--- src/rtl/fpu_arbiter_pkg.sv ---
// fpu_arbiter_pkg: shared operand/opcode widths, FSM state encoding and port-mask helper for the FPU arbiter
package fpu_arbiter_pkg;
  localparam int REG_SIZE = 32;
  localparam int OP_BITS = 4;
  typedef enum logic [2:0] {
    IDLE      = 3'd0,
    ISSUE     = 3'd1,
    WAIT_BUSY = 3'd2,
    WAIT_DONE = 3'd3,
    RESP      = 3'd4
  } state_t;
  function automatic logic [1:0] port_mask(input logic p);
    return p ? 2'b10 : 2'b01;
  endfunction
endpackage

--- src/rtl/fpu_arbiter_rr.sv ---
// rr_arb2: combinational 2-way round-robin pick; req in, last (1 = port 1 granted last) in, one-hot gnt and winner index win out
module rr_arb2
  import fpu_arbiter_pkg::*;
(
  input  logic [1:0] req,
  input  logic       last,
  output logic [1:0] gnt,
  output logic       win
);
  always_comb begin
    win = &req ? ~last : req[1];
    gnt = |req ? port_mask(win) : 2'b00;
  end
endmodule

--- src/rtl/fpu_arbiter.sv ---
// fpu_arbiter: shares one FPU between two requesters; ports clk/rst, req/a0/b0/op0/a1/b1/op1 in, gnt/done/err/res out, fpu_start/fpu_inpA/fpu_inpB/fpu_op out, fpu_res/fpu_ready in
module fpu_arbiter
  import fpu_arbiter_pkg::*;
#(
  parameter int W = REG_SIZE,
  parameter int OW = OP_BITS,
  parameter int TIMEOUT = 64
) (
  input  logic          clk,
  input  logic          rst,
  input  logic [1:0]    req,
  input  logic [W-1:0]  a0,
  input  logic [W-1:0]  b0,
  input  logic [OW-1:0] op0,
  input  logic [W-1:0]  a1,
  input  logic [W-1:0]  b1,
  input  logic [OW-1:0] op1,
  output logic [1:0]    gnt,
  output logic [1:0]    done,
  output logic          err,
  output logic [W-1:0]  res,
  output logic          fpu_start,
  output logic [W-1:0]  fpu_inpA,
  output logic [W-1:0]  fpu_inpB,
  output logic [OW-1:0] fpu_op,
  input  logic [W-1:0]  fpu_res,
  input  logic          fpu_ready
);
  localparam int CW = $clog2(TIMEOUT);
  localparam logic [CW-1:0] CNT_LAST = CW'(TIMEOUT - 2);
  state_t state, state_n;
  logic last, win, take, waiting, complete, abort;
  logic [1:0] pick;
  logic [CW-1:0] cnt;
  rr_arb2 u_rr (
    .req (req),
    .last(last),
    .gnt (pick),
    .win (win)
  );
  always_comb begin
    take = state == IDLE && |req;
    waiting = state == WAIT_BUSY || state == WAIT_DONE;
    complete = state == WAIT_DONE && fpu_ready;
    abort = waiting && cnt == CNT_LAST && !complete;
    state_n = state;
    case (state)
      IDLE:      state_n = take ? ISSUE : IDLE;
      ISSUE:     state_n = WAIT_BUSY;
      WAIT_BUSY: state_n = abort ? RESP : fpu_ready ? WAIT_BUSY : WAIT_DONE;
      WAIT_DONE: state_n = complete || abort ? RESP : WAIT_DONE;
      default:   state_n = IDLE;
    endcase
  end
  always_ff @(posedge clk) begin
    if (!rst) state <= IDLE;
    else state <= state_n;
  end
  always_ff @(posedge clk) begin
    if (!rst) begin
      gnt <= 2'b00;
      done <= 2'b00;
      err <= 1'b0;
      res <= '0;
      fpu_start <= 1'b0;
      fpu_inpA <= '0;
      fpu_inpB <= '0;
      fpu_op <= '0;
      cnt <= '0;
      last <= 1'b1;
    end else begin
      fpu_start <= take;
      done <= complete || abort ? gnt : 2'b00;
      cnt <= state == ISSUE ? '0 : waiting ? cnt + 1'b1 : cnt;
      if (take) begin
        gnt <= pick;
        last <= win;
        fpu_inpA <= win ? a1 : a0;
        fpu_inpB <= win ? b1 : b0;
        fpu_op <= win ? op1 : op0;
      end
      if (complete || abort) begin
        res <= complete ? fpu_res : '0;
        err <= !complete;
      end
      if (state == RESP) gnt <= 2'b00;
    end
  end
endmodule

--- config.mk ---
export PLATFORM = sky130hd
export DESIGN_NAME = fpu_arbiter
export DESIGN_NICKNAME = d
export VERILOG_FILES = /design/src/rtl/fpu_arbiter_pkg.sv /design/src/rtl/fpu_arbiter_rr.sv /design/src/rtl/fpu_arbiter.sv
export SDC_FILE = /design/constraint.sdc
export NUM_CORES = 1
export LEC_CHECK = 0
export CAP_MARGIN = 20
export CELL_PAD_IN_SITES_DETAIL_PLACEMENT = 0
export CELL_PAD_IN_SITES_GLOBAL_PLACEMENT = 1
export CORE_ASPECT_RATIO = 1.1
export CORE_MARGIN = 5
export CORE_UTILIZATION = 29
export CTS_CLUSTER_DIAMETER = 50
export DETAILED_ROUTE_END_ITERATION = 10
export PLACE_DENSITY = 0.91
export SYNTH_ARGS = -nofsm -noshare
export SYNTH_HDL_FRONTEND = slang
export SYNTH_SLANG_ARGS = --single-unit
--- constraint.sdc ---
create_clock -name clk -period 2.6 [get_ports clk]
set_clock_uncertainty 0.2 [all_clocks]
set_input_delay 0.65 -clock clk [delete_from_list [all_inputs] [get_ports clk]]
set_output_delay 0.65 -clock clk [all_outputs]
set_load 0.02 [all_outputs]
==> impl_metrics.py <==
metrics = {
    "logic_synthesis": {
        "avgSynthCellArea_um2": 8.39,
        "ys_types": 40,
        "yosysWarnings": 0,
        "synth_edf_count": 0,
        "synth.yosys.seq_area_share_pct": 45.7,
        "synthesis.nets": 780,
        "ys.flop_type": "dfxtp_1",
        "synth_seq_cells": 116,
        "synthCells": 605,
        "netlist_area_um2": 5080,
        "async_reset_ff_share_pct": 0,
    },
    "placement": {
        "gp_congestion": 0.806,
        "port_buffers": 278,
        "place_ws_ps": 102,
        "hpwl_um": 12900,
    },
    "grt": {
        "grt_pass1_vias": 5193,
        "track_usage_pct": 17.2,
        "antenna_found_initial": 0,
        "grt_pass1_wl_um": 27600,
        "busiest_layer": "met2",
        "overflow": 0,
        "met1_usage_pct": 21.0,
        "grt_max_degree": 65,
        "use_met3_pct": 4.69,
        "grt_util_met2_pct": 28.4,
    },
    "worst_setup_path": {
        "path_buf_inv": 1,
        "crit_fanout": 3,
        "critical_path_class": "flip-flop to output port",
        "arrival_ps": 1430,
        "cpMaxStageDelayCell": "clkdlybuf4s50_1",
        "critPathTopFamily": "buffers and inverters",
        "startpoint_type": "flip-flop",
        "cp-end-kind": "output port",
        "cp_slowest_stage_delay_ps": 650,
        "required_ps": 1750,
        "cp_cell_sequence": "clkdlybuf4s50_1",
    },
    "timing": {
        "relSlewSlack_pct": 59.3,
        "fmax_mhz": 439,
        "finalHoldViolCount": 0,
        "setup_tns_ps": 0,
        "worst_pin_slew_ps": 611,
        "setup_slack_ps": 323,
        "slew_viol_final": 0,
        "grt_setup_unrepaired": "false",
        "finalSetupViolations": 0,
        "period_needed_ps": 2280,
        "timing.final.crit_share_pct": 87.6,
    },
    "cells_and_area": {
        "drive_gt1_share_pct": 8.84,
        "n_antenna_cell": 0,
        "utilization_pct": 50.9,
        "final_common_cell": "clkdlybuf4s50_1",
        "layout.nets": 1033,
        "layout_common_cells": "clkdlybuf4s50_1, dfxtp_1, nand2_1",
        "area_delta_synth_final_pct": 72.0,
    },
    "detailed_routing": {
        "wl_per_cell_um": 16.2,
        "dr.pass1.iters": 4,
        "via_per_inst": 4.79,
        "final_antenna_net_count": 0,
        "drc": 0,
        "drtIter0Drc": 327,
        "via_count": 5289,
        "routed_wl_um": 17900,
    },
    "power": {
        "power_leakage_nw": 3.33,
        "power_frac_comb_pct": 31.6,
        "power_frac_seq_pct": 32.8,
        "p_int_mw": 4.82,
        "clkPwrFrac_pct": 35.6,
        "switching_share_pct": 30.5,
        "p_per_area_nw_per_um2": 794,
        "power_switching_mw": 2.11,
        "max-vdd-ir-drop_uv": 431,
    },
    "status": {
        "outcome": "finished, final reports clean",
    },
    "flow_run": {
        "drv_cap": 0,
    },
    "floorplanning": {
        "ios": 279,
        "die_h_um": 149,
        "fp.coreArea_um2": 17100,
        "dieArea_um2": 20300,
        "die_w_um": 136,
        "rows": 50,
        "initial_core_util_pct": 29.6,
    },
    "cts": {
        "cts_resized": 0,
        "htree_num_levels": 4,
        "insertion_delay_ps": 410,
        "cts_tree": "built",
        "post_cts_buffers": 0,
        "cts_max_path_buffers": 2,
        "cts_inserted_buffers": 17,
        "clk_pin_slew_worst_paths_ps": 50,
        "cts_hold_buffers": 0,
        "cts.sinks": 116,
        "cts_root_buf": "clkbuf_16",
    },
    "min_path": {
        "hp-class": "flip-flop to flip-flop",
    },
}
## power groups by stage
stage	combinational, mW	sequential, mW	clock (mW)
3_5_place_dp	2.21	2.31	0
5_1_grt	2.34	2.32	2.62
6_report	2.19	2.28	2.47
2_1_floorplan	0.747	2.66	0
3_3_place_gp	2.19	2.30	0
4_1_cts	2.22	2.27	2.52
## routing by layer
layer	up-vias	routed length, um	share of wire (%)
met1	2436	7280	41
li1	2632	-	-
met4	0	413	2.3
met2	196	8930	50
met5	-	0	0
met3	25	1290	7.2
## registers in the layout (all words and copies together) (netlist names)
| signal | flops |
|---|---|
| fpu_op | 4 |
| fpu_inpB | 32 |
| state | 3 |
| done | 2 |
| gnt | 2 |
| fpu_start | 1 |
| fpu_inpA | 32 |
| last | 1 |
| res | 32 |
| err | 1 |
| cnt | 6 |
## through the flow
| stage | power [mW] | hold slack [ps] | cell area [um2] | instances |
|---|---|---|---|---|
| floorplan | 3.40 | 240 | 5080 | 605 |
| global placement | 4.50 | 241 | 8100 | 1073 |
| detailed placement | 4.52 | 245 | 8100 | 1073 |
| CTS | 7.02 | 248 | 8730 | 1105 |
| global route | 7.27 | 273 | 8730 | 1105 |
| finish | 6.94 | 250 | 8730 | 1105 |
## cells in the mapped netlist (2+ instances only)
master,count,area (um2)
dfxtp_1,116,2320
nand2_1,105,394
inv_1,72,270
nor3_1,69,345
a221oi_1,48,420
nand3_1,38,190
o31ai_1,32,240
clkbuf_1,27,101
buf_2,25,125
a221oi_2,20,300
a21oi_1,6,30.0
nor2_1,5,18.8
buf_1,3,11.3
buf_6,3,33.8
nand3b_1,3,22.5
o21ai_0,3,15.0
or3_1,3,18.8
a211oi_1,2,15.0
ha_1,2,25.0
nand2b_1,2,12.5
or2_2,2,12.5
## kinds of logic after synthesis
kind of cell	synth area share, %
flops	45.7
simple gates	21.2
buf+inv	10.8
compound gates	21.2
mux	0.197
xor+xnor	0.345
fa+ha+maj	0.493
## worst paths after layout
check	start	cells after the start	to	slack [ps]
hold reg to reg	res[5]$_SDFFE_PN0P_	2	res[5]$_SDFFE_PN0P_	250
setup / recovery	gnt[0]$_SDFFE_PP0P_	1	gnt[0]	320
hold / removal	res[5]$_SDFFE_PN0P_	2	res[5]$_SDFFE_PN0P_	250
setup reg to reg	state[1]$_SDFF_PN0_	4	fpu_op[0]$_SDFFE_PN0P_	620
## final cells by class
type | instances | area, um2
Clock buffer | 24 | 512
Clock inverter | 8 | 120
Fill cell | 1618 | 8410
Inverter | 72 | 270
Multi-Input combinational cell | 358 | 2220
Sequential cell | 116 | 2320
Tap cell | 234 | 293
Timing Repair Buffer | 293 | 2990
## worst register-to-register path: stages (launching register included)
cell and delay [ps]:
dfxtp_1 400, or3_2 520, buf_4 300, nor3_1 350
a221oi_1 70
Power figures use the tool's default switching activity.
